==> config.mk <==
export PLATFORM = sky130hd
export DESIGN_NAME = alu_flag_capture
export DESIGN_NICKNAME = d
export VERILOG_FILES = /design/src/rtl/alu_flag_capture_pkg.sv /design/src/rtl/alu_flag_capture_skid.sv /design/src/rtl/alu_flag_capture.sv
export SDC_FILE = /design/constraint.sdc
export NUM_CORES = 1
export LEC_CHECK = 0
export BUFFER_PORTS_ARGS = -buffer_cell sky130_fd_sc_hd__buf_2
export CORE_MARGIN = 2
export CORE_UTILIZATION = 57
export CTS_CLUSTER_DIAMETER = 60
export DETAILED_ROUTE_END_ITERATION = 10
export PLACE_DENSITY_LB_ADDON = 0.1
export SLEW_MARGIN = 5
export SYNTH_ARGS = -nofsm -noshare
export SYNTH_HDL_FRONTEND = slang
export SYNTH_SLANG_ARGS = --single-unit
==> constraint.sdc <==
create_clock -name clk -period 3.3 [get_ports clk]
set_clock_uncertainty 0.05 [all_clocks]
set_input_delay 0.33 -clock clk [delete_from_list [all_inputs] [get_ports clk]]
set_output_delay 0.33 -clock clk [all_outputs]
set_load 0.03 [all_outputs]
==> src/rtl/alu_flag_capture_pkg.sv <==
// Shared definitions for the ALU flag capture stage.
// Flag bit positions match the ALU status vector packing.
package alu_flag_capture_pkg;

    localparam int FLAG_W    = 5;
    localparam int FLG_SIGN  = 0;
    localparam int FLG_ZERO  = 1;
    localparam int FLG_OVF   = 2;
    localparam int FLG_CARRY = 3;
    localparam int FLG_PAR   = 4;

    typedef enum logic [1:0] {
        OCC_EMPTY = 2'd0,
        OCC_ONE   = 2'd1,
        OCC_FULL  = 2'd2
    } occ_t;

endpackage

==> src/rtl/alu_flag_capture_skid.sv <==
// Two-entry skid FIFO with a registered ready.
// Entry e0 is always the head; e1 only holds data when full.
module skid_fifo2
    import alu_flag_capture_pkg::*;
#(
    parameter int W = 21
) (
    input  logic         clk,
    input  logic         rst,
    input  logic         in_valid,
    output logic         in_ready,
    input  logic [W-1:0] in_data,
    output logic         out_valid,
    input  logic         out_ready,
    output logic [W-1:0] out_data
);

    occ_t         cnt;
    occ_t         cnt_nxt;
    logic [W-1:0] e0;
    logic [W-1:0] e1;
    logic         rdy;
    logic         push;
    logic         pop;

    assign push      = in_valid & rdy;
    assign pop       = (cnt != OCC_EMPTY) & out_ready;
    assign in_ready  = rdy;
    assign out_valid = (cnt != OCC_EMPTY);
    assign out_data  = e0;

    always_comb begin
        cnt_nxt = cnt;
        unique case (cnt)
            OCC_EMPTY: if (push) cnt_nxt = OCC_ONE;
            OCC_ONE: begin
                if (push && !pop)
                    cnt_nxt = OCC_FULL;
                else if (!push && pop)
                    cnt_nxt = OCC_EMPTY;
            end
            OCC_FULL: if (pop) cnt_nxt = OCC_ONE;
            default: cnt_nxt = OCC_EMPTY;
        endcase
    end

    // ready is held low through reset and rises on the first edge after it
    always_ff @(posedge clk or posedge rst) begin
        if (rst) begin
            cnt <= OCC_EMPTY;
            rdy <= 1'b0;
            e0  <= '0;
            e1  <= '0;
        end else begin
            cnt <= cnt_nxt;
            rdy <= (cnt_nxt != OCC_FULL);
            unique case (cnt)
                OCC_EMPTY: if (push) e0 <= in_data;
                OCC_ONE: begin
                    if (push && pop)
                        e0 <= in_data;
                    else if (push)
                        e1 <= in_data;
                end
                OCC_FULL: if (pop) e0 <= e1;
                default: ;
            endcase
        end
    end

endmodule

==> src/rtl/alu_flag_capture.sv <==
// Registered capture of ALU result and flags behind a skid FIFO,
// with sticky flags and a saturating overflow-event counter.
module alu_flag_capture
    import alu_flag_capture_pkg::*;
#(
    parameter int DW    = 16,
    parameter int CNT_W = 8
) (
    input  logic              clk,
    input  logic              rst,
    input  logic              in_valid,
    output logic              in_ready,
    input  logic [DW-1:0]     in_z,
    input  logic [FLAG_W-1:0] in_flags,
    output logic              out_valid,
    input  logic              out_ready,
    output logic [DW-1:0]     out_z,
    output logic [FLAG_W-1:0] out_flags,
    output logic [FLAG_W-1:0] sticky_flags,
    input  logic              clr_sticky,
    output logic [CNT_W-1:0]  ovf_count
);

    localparam int W = DW + FLAG_W;

    logic [W-1:0] head;
    logic         push;
    logic         ovf_push;

    skid_fifo2 #(
        .W(W)
    ) u_fifo (
        .clk      (clk),
        .rst      (rst),
        .in_valid (in_valid),
        .in_ready (in_ready),
        .in_data  ({in_flags, in_z}),
        .out_valid(out_valid),
        .out_ready(out_ready),
        .out_data (head)
    );

    assign out_z     = head[DW-1:0];
    assign out_flags = head[W-1:DW];
    assign push      = in_valid & in_ready;
    assign ovf_push  = push & in_flags[FLG_OVF];

    // a clear coinciding with a push keeps that push's contribution
    always_ff @(posedge clk or posedge rst) begin
        if (rst) begin
            sticky_flags <= '0;
            ovf_count    <= '0;
        end else if (clr_sticky) begin
            sticky_flags <= push ? in_flags : '0;
            ovf_count    <= ovf_push ? CNT_W'(1) : '0;
        end else begin
            if (push)
                sticky_flags <= sticky_flags | in_flags;
            if (ovf_push && (ovf_count != '1))
                ovf_count <= ovf_count + CNT_W'(1);
        end
    end

endmodule
==> out/qor_table.md, run 1 <==
| Quantity | Value |
|:---|:---|
| Outcome | finished clean |
| Post-detailed-route count of antenna-violating nets | 0 |
| Slowest cell on the critical path | sky130_fd_sc_hd__nand2b_1 |
| GRT Overall Usage | 22.8% |
| Post-synthesis share of cell area spent on xor and xnor gates | 1.36% |
| Post-CTS Setup Bufs | 0 |
| Number of iterations in the first detailed-routing pass | 4 |
| Final-report setup violation count | 0 |
| Area share of the largest cell type after synthesis | 56.4% |
| Clock network latency to the later pin of the worst-skew pair | 340 ps |
| Number of antenna violations at the first check in global routing | 0 |
| Post-synthesis async set-or-reset flop share | 100% |
| Power Dens Cells | 887 mW/mm^2 |
| Critical hold path startpoint | out_ready |
| Number of clock buffers inserted by TritonCTS | 9 |
| Leading cell types by total area after synthesis | sky130_fd_sc_hd__dfrtp_1, sky130_fd_sc_hd__mux2_2, sky130_fd_sc_hd__mux2i_1 |
| Final nets | 313 |
| Share of the core filled with cells | 71.1% |
| Fraction of the yosys area taken by sequential cells | 56.4% |
| Synthesis-stage register bit count | 58 |
| Post-CTS clock slew at the launch and capture registers of the worst setup and hold paths | 70 ps |
| Number of cells on the worst reg-to-reg path | 4 |
| Dominant cell type by area after synthesis | sky130_fd_sc_hd__dfrtp_1 |
| Register Area | 0.00145 mm^2 |
| Final critical delay including setup and external delays | 1990 ps |
| First-iteration detailed-routing DRC count | 125 |
| Number of buffers on the longest clock path | 2 |
| Layout fillers | 329 |
| Detailed-route via count | 1880 |
| Number of DRC violations after detailed routing | 0 |
| WHS Path Cells | 2 |
| Number of enable-type register cells in the synthesized netlist | 0 |
| Critical Path Max Stage Delay | 710 ps |
| Crit share post-route | 60.3% |
| Most common flop cell mapped by yosys | sky130_fd_sc_hd__dfrtp_1 |
| Lkg Pwr | 0.00158 uW |
| Cells along the critical path | nand2b_1, buf_4, mux2i_1, a21oi_1 |
| Proportion of synthesized area in mux cells | 17.7% |
| Aggregate negative setup slack | 0 ps |
| Cell type group with the largest total delay on the critical path | simple AND/OR/NAND/NOR gates |
| Root cell of the clock tree | sky130_fd_sc_hd__clkbuf_8 |
| Global-route wire length before repair | 8670 um |
| Post-synthesis area per instance | 11.6 um^2 |
| Final total power | 2750 uW |
| Worst reg2reg setup slack | 1310 ps |
| Synth Warn # | 0 |
| Netlist area before placement | 0.00257 mm^2 |
| Placer Congestion | 0.784 |
| Classification of the worst setup path | reg -> reg |
| Port Buffer Count | 61 |
| Combinational family with the most area after synthesis | multiplexers |
| Largest fanout on the critical path | 15 |
| Post-placement cell area | 0.00288 mm^2 |
| # resized after CTS | 0 |
| Top achievable clock speed | 0.502 GHz |
| Arr. time, crit path | 2150 ps |
| Total number of clock tree sinks | 58 |
| Syn Inst Count | 221 |
| Bufs and invs on worst path | 1 |
| Share of synthesized cell area in and, or, nand and nor gates | 9.53% |
| Launch point of the critical path | u_fifo.cnt[1] |
| IR Drop Worst-Case VDD | 0.000471 V |
| Max-cap check violation count | 0 |
| Compound-Gate Fraction of Synth Area | 9.43% |
| Final hold violation count | 0 |
| Area growth, synth to finish | 20.4% |
| Required time of the worst setup path | 3460 ps |
| DIE WIDTH | 71.2 um |
| Number of placement rows | 24 |
| Final wirelength | 5130 um |
| Hold WC Path Type | in -> reg |
| Die Y-Extent | 71.2 um |
| Worst Hold Slack | 160 ps |
| Syn Nets | 248 |
| Share of final-layout standard cells stronger than drive strength 1 | 37.5% |
| Crit start category | register |
| Die footprint | 0.00507 mm^2 |
| Average via count per standard cell | 5.48 |
| Via count of the first global-routing pass | 1877 |
| Maximum number of pins on one net before global-route repair | 43 |
| Relative max-transition margin | 36.6% |
| Total inserted antenna cells | 0 |
| Pin slew with the least headroom to its limit | 952 ps |
| Starting Density | 59.1% |
| Finished Cell Area | 0.00310 mm^2 |
| Multi-input gate area | 998 um^2 |
| Unrepaired setup endpoints after global routing | false |
| Arithmetic-cell share of the synthesized area counting full adders, half adders and majority gates | 0.486% |
| Critical path endpoint category | register |
| Post-DP HPWL | 3400 um |
| I/O pin count | 62 |
| Post-detailed-route wirelength per cell | 14.9 um |
| Aggregate global routing overflow | 0 |
| Depth of the CTS H-tree | 3 |
| Hold Path End | u_fifo.cnt[1] |
| Reg-to-reg startpoint | u_fifo.cnt[1] |
| Slew Viols, Final | 0 |
| Worst reg2reg endpoint | u_fifo.out_data[2] |
| TritonCTS clock tree | yes |
| Count of unique library cells instantiated by Yosys | 34 |
| Core Footprint | 0.00435 mm^2 |
sequential cells by signal, indices dropped and copies added (netlist names):
signal	count
u_fifo.e1	21
u_fifo.out_data	21
ovf_count	8
sticky_flags	5
u_fifo.cnt	2
u_fifo.in_ready	1
final cells by class:
class,count,area share (%)
Clock inverter,5,1.70
Sequential cell,58,46.8
Tap cell,52,2.10
Timing Repair Buffer,67,11.4
Inverter,7,0.848
Clock buffer,11,4.89
Multi-Input combinational cell,143,32.2
what timing repair did:
action                     in CTS  in global routing
setup endpoints to repair       0                  0
hold endpoints to repair       23                  0
hold buffers                    1                  0
cell families after synthesis:
logic type | count (synthesis)
flops | 58
simple gates | 53
xor+xnor | 4
buf+inv | 20
compound gates | 42
mux | 43
fa+ha+maj | 1
metal layers:
| layer | GRT usage, % | routed length (um) | vias up |
|---|---|---|---|
| li1 | - | - | 897 |
| met1 | 30.2 | 2290 | 903 |
| met2 | 33.5 | 2400 | 68 |
| met3 | 8.40 | 331 | 12 |
| met4 | 10.7 | 99 | 0 |
| met5 | 0 | 0 | - |
through the flow:
step | instances | worst slack (ps)
5_1_grt | 343 | 1150
2_1_floorplan | 221 | 1490
3_3_place_gp | 326 | 1340
6_report | 343 | 1310
3_5_place_dp | 326 | 1300
4_1_cts | 343 | 1270
report_power, final:
part | internal [uW] | total (uW) | switching (uW)
Clock | 385 | 662 | 277
Sequential | 989 | 1140 | 153
Combinational | 352 | 943 | 591
Total | 1730 | 2750 | 1020
Yosys cell counts (all sizes together), types with 2 or more instances:
| library cell | count |
|---|---|
| a21oi | 26 |
| and2 | 2 |
| and3 | 3 |
| buf | 12 |
| dfrtp | 58 |
| inv | 7 |
| mux2 | 21 |
| mux2i | 22 |
| nand2 | 10 |
| nand2b | 2 |
| nor2 | 28 |
| o211ai | 4 |
| o21ai | 7 |
| xor2 | 4 |
worst max-delay path by stage:
stage                               to  depth (start not counted)
detailed placement  u_fifo.out_data[2]                          4
finish              u_fifo.out_data[2]                          4
CTS                 u_fifo.out_data[2]                          4
global route        u_fifo.out_data[6]                          4
floorplan                 ovf_count[0]                          1
global placement    u_fifo.out_data[1]                          4
cell usage in the layout, fill, tap and decap left out, types with 2 or more instances in the layout:
master / n
sky130_fd_sc_hd__inv_1: 6
sky130_fd_sc_hd__and2_1: 2
sky130_fd_sc_hd__o211ai_1: 3
sky130_fd_sc_hd__dfrtp_1: 58
sky130_fd_sc_hd__mux2_2: 21
sky130_fd_sc_hd__o21ai_0: 6
sky130_fd_sc_hd__nand2b_1: 2
sky130_fd_sc_hd__a21oi_1: 26
sky130_fd_sc_hd__nor2_1: 28
sky130_fd_sc_hd__buf_4: 5
sky130_fd_sc_hd__nand2_1: 10
sky130_fd_sc_hd__and3_1: 2
sky130_fd_sc_hd__clkbuf_8: 11
sky130_fd_sc_hd__buf_2: 61
sky130_fd_sc_hd__xor2_1: 4
sky130_fd_sc_hd__clkinv_2: 3
sky130_fd_sc_hd__mux2i_1: 22
Note: power is estimated with default switching activity, not from simulation.
==> inputs of run 2 (changes only) <==
--- a/config.mk
+++ b/config.mk
@@ -7,7 +7,7 @@
 export LEC_CHECK = 0
 export BUFFER_PORTS_ARGS = -buffer_cell sky130_fd_sc_hd__buf_2
 export CORE_MARGIN = 2
-export CORE_UTILIZATION = 57
+export CORE_UTILIZATION = 48
 export CTS_CLUSTER_DIAMETER = 60
 export DETAILED_ROUTE_END_ITERATION = 10
 export PLACE_DENSITY_LB_ADDON = 0.1
==> constraint.sdc (replaced) <==
create_clock -name clk -period 1.7 [get_ports clk]
set_clock_uncertainty 0.05 [all_clocks]
set_input_delay 0.17 -clock clk [delete_from_list [all_inputs] [get_ports clk]]
set_output_delay 0.17 -clock clk [all_outputs]
set_load 0.03 [all_outputs]
==> out/qor_table.md, run 2 (synthesis gave the netlist of run 1 again) <==
| Quantity | Value | Change |
|:---|:---|:---|
| Cells along the critical path | ha_1, nand3_1, o211ai_2, or3_1, a21oi_1 |  |
| Largest fanout on the critical path | 5 | -10 |
| Maximum number of pins on one net before global-route repair | 59 | +37% |
| Aggregate global routing overflow | 0 | unchanged |
| Critical Path Max Stage Delay | 410 ps | -300 ps |
| Top achievable clock speed | 0.630 GHz | +25% |
| Die Y-Extent | 77.2 um | +8.5% |
| Outcome | finished clean |  |
| Hold WC Path Type | in -> reg |  |
| Number of clock buffers inserted by TritonCTS | 9 | unchanged |
| Detailed-route via count | 1800 | -4.3% |
| Placer Congestion | 0.787 | +0.37% |
| # resized after CTS | 0 | unchanged |
| Global-route wire length before repair | 8420 um | -2.8% |
| Total inserted antenna cells | 0 | unchanged |
| Reg-to-reg startpoint | ovf_count[0] |  |
| Port Buffer Count | 61 | unchanged |
| Post-DP HPWL | 3470 um | +1.9% |
| Commonest cells after routing, fill and taps aside | sky130_fd_sc_hd__buf_2, sky130_fd_sc_hd__dfrtp_1, sky130_fd_sc_hd__nor2_1, sky130_fd_sc_hd__a21oi_1, sky130_fd_sc_hd__mux2i_1 |  |
| Slew Viols, Final | 0 | unchanged |
| Final-report setup violation count | 0 | unchanged |
| Pin slew with the least headroom to its limit | 318 ps | -633 ps |
| Launch point of the critical path | ovf_count[0] |  |
| First-iteration detailed-routing DRC count | 120 | -4.0% |
| TritonCTS clock tree | yes |  |
| Final total power | 5320 uW | +94% |
| Required time of the worst setup path | 1900 ps | -1560 ps |
| Root cell of the clock tree | sky130_fd_sc_hd__clkbuf_8 |  |
| Crit share post-route | 93.3% | +33 points |
| Worst reg2reg setup slack | 110 ps | -1200 ps |
| Crit start category | register |  |
| Final hold violation count | 0 | unchanged |
| Number of DRC violations after detailed routing | 0 | unchanged |
| Number of iterations in the first detailed-routing pass | 4 | unchanged |
| DIE WIDTH | 77.2 um | +8.5% |
| Die footprint | 0.00596 mm^2 | +18% |
| Starting Density | 50.1% | -9.0 points |
| Unrepaired setup endpoints after global routing | false |  |
| Average via count per standard cell | 4.95 | -9.8% |
| Slowest cell on the critical path | sky130_fd_sc_hd__dfrtp_1 |  |
| Critical Path End | ovf_count[7] |  |
| Number of buffers on the longest clock path | 2 | unchanged |
| Core Footprint | 0.00514 mm^2 | +18% |
| Arr. time, crit path | 1790 ps | -360 ps |
| Final critical delay including setup and external delays | 1590 ps | -404 ps |
| Critical path endpoint category | register |  |
| Via count of the first global-routing pass | 1765 | -6.0% |
| Post-detailed-route wirelength per cell | 13.7 um | -8.3% |
| Worst reg2reg endpoint | ovf_count[7] |  |
| Relative max-transition margin | 78.8% | +42 points |
| Most common cell after layout, fill and taps aside | sky130_fd_sc_hd__buf_2 |  |
| IR Drop Worst-Case VDD | 0.000957 V | +100% |
| Number of placement rows | 26 | +8.3% |
| GRT Overall Usage | 18.1% | -4.7 points |
| Share of final-layout standard cells stronger than drive strength 1 | 37.1% | -0.38 points |
| Total number of clock tree sinks | 58 | unchanged |
| Clock network latency to the later pin of the worst-skew pair | 320 ps | -20 ps |
| Cell type group with the largest total delay on the critical path | simple AND/OR/NAND/NOR gates |  |
| Bufs and invs on worst path | 0 | -1 |
| # hold bufs at CTS | 1 | unchanged |
| Max-cap check violation count | 0 | unchanged |
| Post-detailed-route count of antenna-violating nets | 0 | unchanged |
| Number of antenna violations at the first check in global routing | 0 | unchanged |
| Area growth, synth to finish | 22.4% |  |
| Final nets | 316 | +0.96% |
| Logic depth of the worst setup path including buffers | 5 | +1 |
| Final wirelength | 4990 um | -2.7% |
| Post-CTS Setup Bufs | 0 | unchanged |
| Depth of the CTS H-tree | 3 | unchanged |
| Layout fillers | 469 | +43% |
| Lkg Pwr | 0.00159 uW | +0.94% |
| Post-CTS clock slew at the launch and capture registers of the worst setup and hold paths | 60 ps | about the same |
| I/O pin count | 62 | unchanged |
| Classification of the worst setup path | reg -> reg |  |
| Aggregate negative setup slack | 0 ps | unchanged |
| Power Dens Cells | 1690 mW/mm^2 | +90% |
| Number of cells on the worst reg-to-reg path | 5 | +1 |
[run 2: how the worst min path moves through the flow]
stage	endpoint	depth (start not counted)	from	slack, ps
after floorplan	u_fifo.cnt[1]	1	out_ready	180
after global placement	ovf_count[4]	3	rst	200
after detailed placement	ovf_count[4]	3	rst	200
after CTS	u_fifo.cnt[1]	2	out_ready	20
after global routing	u_fifo.cnt[1]	2	out_ready	30
final	sticky_flags[4]	3	in_flags[4]	30
[run 2: report_power, final]
part           total, uW  leakage, uW  internal [uW]  switching (uW)
Clock               1270     0.000101            757             516
Combinational       1840     0.000803            704            1140
Sequential          2210     0.000687           1920             287
Total               5320      0.00159           3380            1940
[run 2: layout make-up]
cell class	count	area, um^2	share of cell area [%]
Clock buffer	14	163	5.16
Clock inverter	2	35.0	1.11
Inverter	7	26.3	0.834
Multi-Input combinational cell	143	998	31.7
Sequential cell	58	1450	46.1
Tap cell	70	87.6	2.78
Timing Repair Buffer	70	388	12.3
[run 2: routing by layer]
layer | part of all wire, % | global-route usage [%] | wire (um)
met1 | 48 | 25.6 | 2400
met5 | 0 | 0 | 0
met4 | 2.1 | 8.57 | 104
met2 | 46 | 26.4 | 2280
met3 | 4.2 | 3.88 | 208
[run 2: stage by stage]
step	setup WS, ps	utilization, %	area, um^2	hold slack (ps)	cells
after detailed placement	130	57.2	2940	205	347
after CTS	121	61.3	3150	18.0	364
final	113	61.3	3150	31.2	364
after global routing	50.4	61.3	3150	31.4	364
after floorplan	52.0	-	2570	183	221
after global placement	176	57.2	2940	202	347
[run 2: worst min-delay path, stage by stage]
cell	delay, ps
sky130_fd_sc_hd__buf_2	90
sky130_fd_sc_hd__nand2_1	40
sky130_fd_sc_hd__o21ai_0	60
